===== config.mk =====
export PLATFORM = sky130hd
export DESIGN_NAME = hilo_md_unit_flat
export DESIGN_NICKNAME = d
export VERILOG_FILES = /design/src/rtl/hilo_md_if.sv /design/src/rtl/hilo_md_unit.sv /design/src/flat_wrapper.sv
export SDC_FILE = /design/constraint.sdc
export NUM_CORES = 1
export LEC_CHECK = 0
export ABC_CLOCK_PERIOD_IN_PS = 4800
export CAP_MARGIN = 20
export CELL_PAD_IN_SITES_DETAIL_PLACEMENT = 1
export CELL_PAD_IN_SITES_GLOBAL_PLACEMENT = 2
export CORE_MARGIN = 1.5
export CORE_UTILIZATION = 34
export CTS_CLUSTER_SIZE = 25
export DETAILED_ROUTE_END_ITERATION = 10
export PLACE_DENSITY = 0.93
export REMOVE_ABC_BUFFERS = 1
export SLEW_MARGIN = 20
export SYNTH_ARGS = -nofsm -noshare
export SYNTH_HDL_FRONTEND = slang
export SYNTH_SLANG_ARGS = --single-unit

===== constraint.sdc =====
create_clock -name clk -period 4.8 [get_ports clk]
set_clock_uncertainty 0.15 [all_clocks]
set_input_delay 0.96 -clock clk [delete_from_list [all_inputs] [get_ports clk]]
set_output_delay 0.96 -clock clk [all_outputs]
set_load 0.05 [all_outputs]

===== src/rtl/hilo_md_if.sv =====
// EX-stage HI/LO request/write bus between the pipeline (master) and hilo_md_unit (slave).
interface hilo_md_if;
  logic        flush;
  logic        start;
  logic [2:0]  op;
  logic [31:0] src_a;
  logic [31:0] src_b;
  logic        stallreq;
  logic        hi_we;
  logic        lo_we;
  logic [31:0] hi_o;
  logic [31:0] lo_o;

  modport master (output flush, start, op, src_a, src_b,
                  input  stallreq, hi_we, lo_we, hi_o, lo_o);
  modport slave  (input  flush, start, op, src_a, src_b,
                  output stallreq, hi_we, lo_we, hi_o, lo_o);
endinterface


===== src/rtl/hilo_md_unit.sv =====
// HI/LO writer: MULT/MULTU/DIV/DIVU iterative (sign-magnitude), MTHI/MTLO pass-through.
// Define HILO_FAST_MUL_EN for a single-cycle combinational multiply.
module hilo_md_unit #(
  parameter int DIV_CYCLES = 32,
  parameter int MUL_CYCLES = 32
) (
  input  logic      clk,
  input  logic      rst,
  hilo_md_if.slave  bus
);
  localparam int CNT_W = 6;

  typedef enum logic [1:0] {IDLE, MUL, DIV, DONE} state_t;
  state_t state, state_nx;

  logic [CNT_W-1:0] cnt;
  logic [63:0]      acc;    // mul: {partial hi, multiplier}; div: {remainder, dividend/quotient}
  logic [31:0]      opnd;   // multiplicand or divisor magnitude
  logic             neg_q, neg_r, is_div;

  logic        is_signed, a_neg, b_neg;
  logic [31:0] abs_a, abs_b;
  logic        op_mul, op_div, op_mthi, op_mtlo;

  assign is_signed = ~bus.op[0];
  assign a_neg     = is_signed & bus.src_a[31];
  assign b_neg     = is_signed & bus.src_b[31];
  assign abs_a     = a_neg ? -bus.src_a : bus.src_a;
  assign abs_b     = b_neg ? -bus.src_b : bus.src_b;
  assign op_mul    = bus.start && (bus.op[2:1] == 2'b00);
  assign op_div    = bus.start && (bus.op[2:1] == 2'b01);
  assign op_mthi   = bus.start && (bus.op == 3'b100);
  assign op_mtlo   = bus.start && (bus.op == 3'b101);

  // shift-add step: add multiplicand into upper half when multiplier LSB set, then shift right
  logic [32:0] mul_sum;
  logic [63:0] mul_nx;
  assign mul_sum = {1'b0, acc[63:32]} + {1'b0, (acc[0] ? opnd : 32'h0)};
  assign mul_nx  = {mul_sum, acc[31:1]};

  // restoring step: shifted remainder needs 33 bits before the trial subtract
  logic [32:0] div_top;
  logic        div_ge;
  logic [31:0] div_diff;
  logic [63:0] div_nx;
  assign div_top  = acc[63:31];
  assign div_ge   = div_top >= {1'b0, opnd};
  assign div_diff = div_top[31:0] - opnd;
  assign div_nx   = div_ge ? {div_diff, acc[30:0], 1'b1} : {acc[62:0], 1'b0};

  logic [63:0] prod_fix;
  logic [31:0] res_hi, res_lo;
  assign prod_fix = neg_q ? -acc : acc;
  assign res_hi   = is_div ? (neg_r ? -acc[63:32] : acc[63:32]) : prod_fix[63:32];
  assign res_lo   = is_div ? (neg_q ? -acc[31:0]  : acc[31:0])  : prod_fix[31:0];

  always_ff @(posedge clk or posedge rst) begin
    if (rst) state <= IDLE;
    else     state <= state_nx;
  end

  always_comb begin
    state_nx     = state;
    bus.stallreq = 1'b0;
    bus.hi_we    = 1'b0;
    bus.lo_we    = 1'b0;
    bus.hi_o     = 32'h0;
    bus.lo_o     = 32'h0;
    case (state)
      IDLE: begin
        if (op_mthi) begin
          bus.hi_we = 1'b1;
          bus.hi_o  = bus.src_a;
        end else if (op_mtlo) begin
          bus.lo_we = 1'b1;
          bus.lo_o  = bus.src_a;
        end else if (op_mul) begin
          bus.stallreq = 1'b1;
`ifdef HILO_FAST_MUL_EN
          state_nx = DONE;
`else
          state_nx = MUL;
`endif
        end else if (op_div) begin
          bus.stallreq = 1'b1;
          state_nx     = (bus.src_b == 32'h0) ? DONE : DIV;
        end
      end
      MUL: begin
        bus.stallreq = 1'b1;
        if (cnt == CNT_W'(MUL_CYCLES - 1)) state_nx = DONE;
      end
      DIV: begin
        bus.stallreq = 1'b1;
        if (cnt == CNT_W'(DIV_CYCLES - 1)) state_nx = DONE;
      end
      DONE: begin
        bus.hi_we = 1'b1;
        bus.lo_we = 1'b1;
        bus.hi_o  = res_hi;
        bus.lo_o  = res_lo;
        state_nx  = IDLE;
      end
      default: state_nx = IDLE;
    endcase
    if (bus.flush) begin
      state_nx  = IDLE;
      bus.hi_we = 1'b0;
      bus.lo_we = 1'b0;
      bus.hi_o  = 32'h0;
      bus.lo_o  = 32'h0;
    end
    // outputs are combinational, so hold them low for the whole reset window
    if (rst) begin
      bus.stallreq = 1'b0;
      bus.hi_we    = 1'b0;
      bus.lo_we    = 1'b0;
      bus.hi_o     = 32'h0;
      bus.lo_o     = 32'h0;
    end
  end

  always_ff @(posedge clk or posedge rst) begin
    if (rst) begin
      cnt    <= '0;
      acc    <= '0;
      opnd   <= '0;
      neg_q  <= 1'b0;
      neg_r  <= 1'b0;
      is_div <= 1'b0;
    end else if (bus.flush) begin
      cnt <= '0;
    end else begin
      case (state)
        IDLE: begin
          cnt <= '0;
          if (op_mul) begin
            is_div <= 1'b0;
            neg_q  <= a_neg ^ b_neg;
            neg_r  <= 1'b0;
`ifdef HILO_FAST_MUL_EN
            acc <= 64'(abs_a) * 64'(abs_b);
`else
            acc  <= {32'h0, abs_b};
            opnd <= abs_a;
`endif
          end else if (op_div) begin
            is_div <= 1'b1;
            if (bus.src_b == 32'h0) begin
              acc   <= {bus.src_a, 32'hFFFF_FFFF};
              neg_q <= 1'b0;
              neg_r <= 1'b0;
            end else begin
              acc   <= {32'h0, abs_a};
              opnd  <= abs_b;
              neg_q <= a_neg ^ b_neg;
              neg_r <= a_neg;
            end
          end
        end
        MUL: begin
          acc <= mul_nx;
          cnt <= cnt + 1'b1;
        end
        DIV: begin
          acc <= div_nx;
          cnt <= cnt + 1'b1;
        end
        default: cnt <= '0;
      endcase
    end
  end
endmodule


===== src/flat_wrapper.sv =====
// flat-port wrapper written by rule: the top's interface ports become plain ports
module hilo_md_unit_flat 
#(
  parameter int DIV_CYCLES = 32,
  parameter int MUL_CYCLES = 32
)
  (clk, rst, bus_flush, bus_start, bus_op, bus_src_a, bus_src_b, bus_stallreq, bus_hi_we, bus_lo_we, bus_hi_o, bus_lo_o);
  hilo_md_if bus_i ();
  input  logic clk;
  input  logic rst;
  input wire logic [$bits(bus_i.flush)-1:0] bus_flush;
  input wire logic [$bits(bus_i.start)-1:0] bus_start;
  input wire logic [$bits(bus_i.op)-1:0] bus_op;
  input wire logic [$bits(bus_i.src_a)-1:0] bus_src_a;
  input wire logic [$bits(bus_i.src_b)-1:0] bus_src_b;
  output wire logic [$bits(bus_i.stallreq)-1:0] bus_stallreq;
  output wire logic [$bits(bus_i.hi_we)-1:0] bus_hi_we;
  output wire logic [$bits(bus_i.lo_we)-1:0] bus_lo_we;
  output wire logic [$bits(bus_i.hi_o)-1:0] bus_hi_o;
  output wire logic [$bits(bus_i.lo_o)-1:0] bus_lo_o;
  assign bus_i.flush = bus_flush;
  assign bus_i.start = bus_start;
  assign bus_i.op = bus_op;
  assign bus_i.src_a = bus_src_a;
  assign bus_i.src_b = bus_src_b;
  assign bus_stallreq = bus_i.stallreq;
  assign bus_hi_we = bus_i.hi_we;
  assign bus_lo_we = bus_i.lo_we;
  assign bus_hi_o = bus_i.hi_o;
  assign bus_lo_o = bus_i.lo_o;
  hilo_md_unit #(.DIV_CYCLES(DIV_CYCLES), .MUL_CYCLES(MUL_CYCLES)) u_core (.clk(clk), .rst(rst), .bus(bus_i));
endmodule

==> qor.txt <==
R2R Path End -> u_core.acc[58]
Worst R2R Path Depth -> 14
Outcome -> finished with violations
Post-DRT Antenna Nets -> 0
Crit. End Element -> primary output
Top post-synthesis cells by count -> nor2_1, nand2_1, a21oi_1, o21ai_0, xnor2_1
Final WS setup -> -273 ps
Vias in the first global route -> 15,500
Fmax -> 197 MHz
Initial antenna violation count -> 0
Critical path fanouts, max -> 7
Total Wirelength -> 59,500 um
P per Cell Area -> 657 mW/mm2
Share of layout cells above drive strength 1 -> 0.150
TritonCTS buffer count -> 9
Clk root buf -> clkbuf_16
Crit start category -> flip-flop
CTS Buffer Depth -> 2
Average wire per standard cell -> 23.5 um
Mapped Area -> 0.0132 mm2
Die area -> 0.0399 mm2
Worst Tran Pin Value -> 904 ps
Synth top area cells -> dfrtp_1, xnor2_1, a21oi_1
Port buffer count -> 137
Final period util -> 1.06
P_leak -> 6.82 nW
Data arrival, critical path -> 3960 ps
Synthesized instance count -> 1,858
Worst setup path endpoint -> bus_hi_o[15]
Clk slew on worst S/H paths -> 80 ps
Min Tclk post-route -> 5070 ps
Number of remaining DRC errors -> 0
Yosys top cell by area -> dfrtp_1
Post-synth EDFFs -> 0
GPL Wtd Cong -> 0.972
Top-area cell type share of the netlist area -> 0.203
Final std cells w/o fill -> 2,530
IO Pins -> 138
Row count -> 71
Crit Path Category -> reg2out
#FFs+latches synth -> 107
Slew HR -> 0.396
FF-to-FF Start -> u_core.acc[31]
Worst-Skew Late Latency -> 370 ps
Slew Limit Fails -> 0
Layout area overhead -> 29.3%
Clock Sinks -> 107
GR Overflow Total -> 0
Ant. Diodes -> 0
Setup repair after global routing missed its margin -> true
Min-delay src -> u_core.cnt[0]
Setup_tns -> -3190 ps
Worst VDD drop -> 0.539 mV
Via count -> 15,400
Netlist cell types -> 76
Final setup viols -> 25
Pre-CTS setup slack -> -23.3 ps
Seq/Total Area, Yosys -> 0.203
Syn Area/Cell -> 7.08 um2
Pin count of the biggest net entering global routing -> 86
Power, Total -> 11.2 mW
Max_cap viols -> 0
Synth warn -> 0
Required @ worst endpoint -> 3690 ps
Initial DRC Count -> 1,523
Pre-antenna DRT Iters -> 8
Ys async rst share -> 1.00
Most frequent cell after synthesis -> nor2_1
Die Y -> 200 um
HP Class -> reg2reg
Synth Flop Type -> dfrtp_1
H-tree Lvls -> 3
First-pass GRT wire length -> 91,300 um
Hpwl dp -> 45,900 um
Placed insts -> 2,505
Die Wd -> 200 um
Failing checks -> negative setup slack
CORE AREA -> 0.0378 mm2
Starting Density -> 0.348
GRT Total Usage -> 0.296
R2R Setup Slk -> 460 ps
Nets -> 2,162
Worst Setup SP -> u_core.acc[12]
Vias/cell -> 6.08
CTS tree -> yes
Final Hold Fails -> 0
[how the worst min path moves through the flow]
stage | endpoint | slack, ps | depth (start not counted)
3_5_place_dp | u_core.cnt[0] | 310 | 1
3_3_place_gp | u_core.cnt[0] | 300 | 1
6_report | u_core.cnt[0] | 320 | 1
5_1_grt | u_core.cnt[0] | 340 | 1
4_1_cts | u_core.cnt[0] | 320 | 1
2_1_floorplan | u_core.cnt[0] | 280 | 1
[per-layer routing]
layer	global-route usage	wire length, um	vias to the layer above
met5	0	0	-
met4	0.106	2120	0
met3	0.0269	3260	127
met2	0.484	27600	617
met1	0.406	26600	7640
li1	-	-	6992
[final cells by class]
cell class / instances / area, um2
Clock inverter: 5 / 63.8
Timing Repair Buffer: 271 / 3100
Multi-Input combinational cell: 1558 / 10000
Inverter: 68 / 258
Clock buffer: 10 / 229
Fill cell: 4724 / 20800
Tap cell: 511 / 639
Sequential cell: 107 / 2680
[flip-flops by register name, indices dropped and copies added, names as in the netlist]
register	count
u_core.opnd	32
u_core.acc	64
u_core.state	2
u_core.neg_r	1
u_core.is_div	1
u_core.cnt	6
u_core.neg_q	1
[cells by family after synthesis]
kind of cell / count (synthesis) / share of synthesized area
mux: 21 / 0.0175
compound gates: 621 / 0.295
simple gates: 658 / 0.233
flops: 107 / 0.203
xor+xnor: 182 / 0.121
buf+inv: 193 / 0.0568
fa+ha+maj: 76 / 0.0734
[cells in the final DEF, fill, tap and decap left out, types with 38 or more instances in the layout]
cell type and count:
nor3_1 53, nand3_1 46, buf_12 69, nor2_1 218, clkdlybuf4s50_1 71, nand2_1 185, xor2_1 62, dfrtp_1 106
xnor2_1 114, a21oi_1 182, a221oi_1 38, ha_1 71, inv_1 67, o21ai_0 159, buf_4 127
[critical path, cell delays in order, from the launching register on]
cell and delay [ps]:
dfrtp_1 400, or4_4 550, or4_4 440, or4_4 500
or3_4 360, nand2b_4 210, buf_4 160, o31ai_4 270
buf_4 160, xor2_1 130, o21ai_0 100, buf_4 180
buf_12 140
[stage by stage]
| stage | utilization | hold slack, ps | instance area (um2) |
|---|---|---|---|
| 6_report | 0.450 | 315 | 17000 |
| 5_1_grt | 0.450 | 344 | 17000 |
| 4_1_cts | 0.442 | 320 | 16700 |
| 3_5_place_dp | 0.432 | 309 | 16300 |
| 3_3_place_gp | 0.432 | 297 | 16300 |
| 2_1_floorplan | - | 283 | 12700 |
[what timing repair did]
action | 4_1_cts | 5_1_grt
hold endpoints to repair | 0 | 0
pin swaps | 12 | 20
endpoints found under the setup margin | 35 | 37
setup buffers | 4 | 8
cloned | 0 | 0
gates resized for setup | 34 | 42
hold buffers | 0 | 0
[power breakdown]
part | switching (mW) | leakage (nW) | internal, mW
registers | 0.596 | 1.33 | 1.31
clock network | 0.388 | 0.133 | 0.407
logic | 5.11 | 5.35 | 3.37
Note: power is estimated with default switching activity, not from simulation.
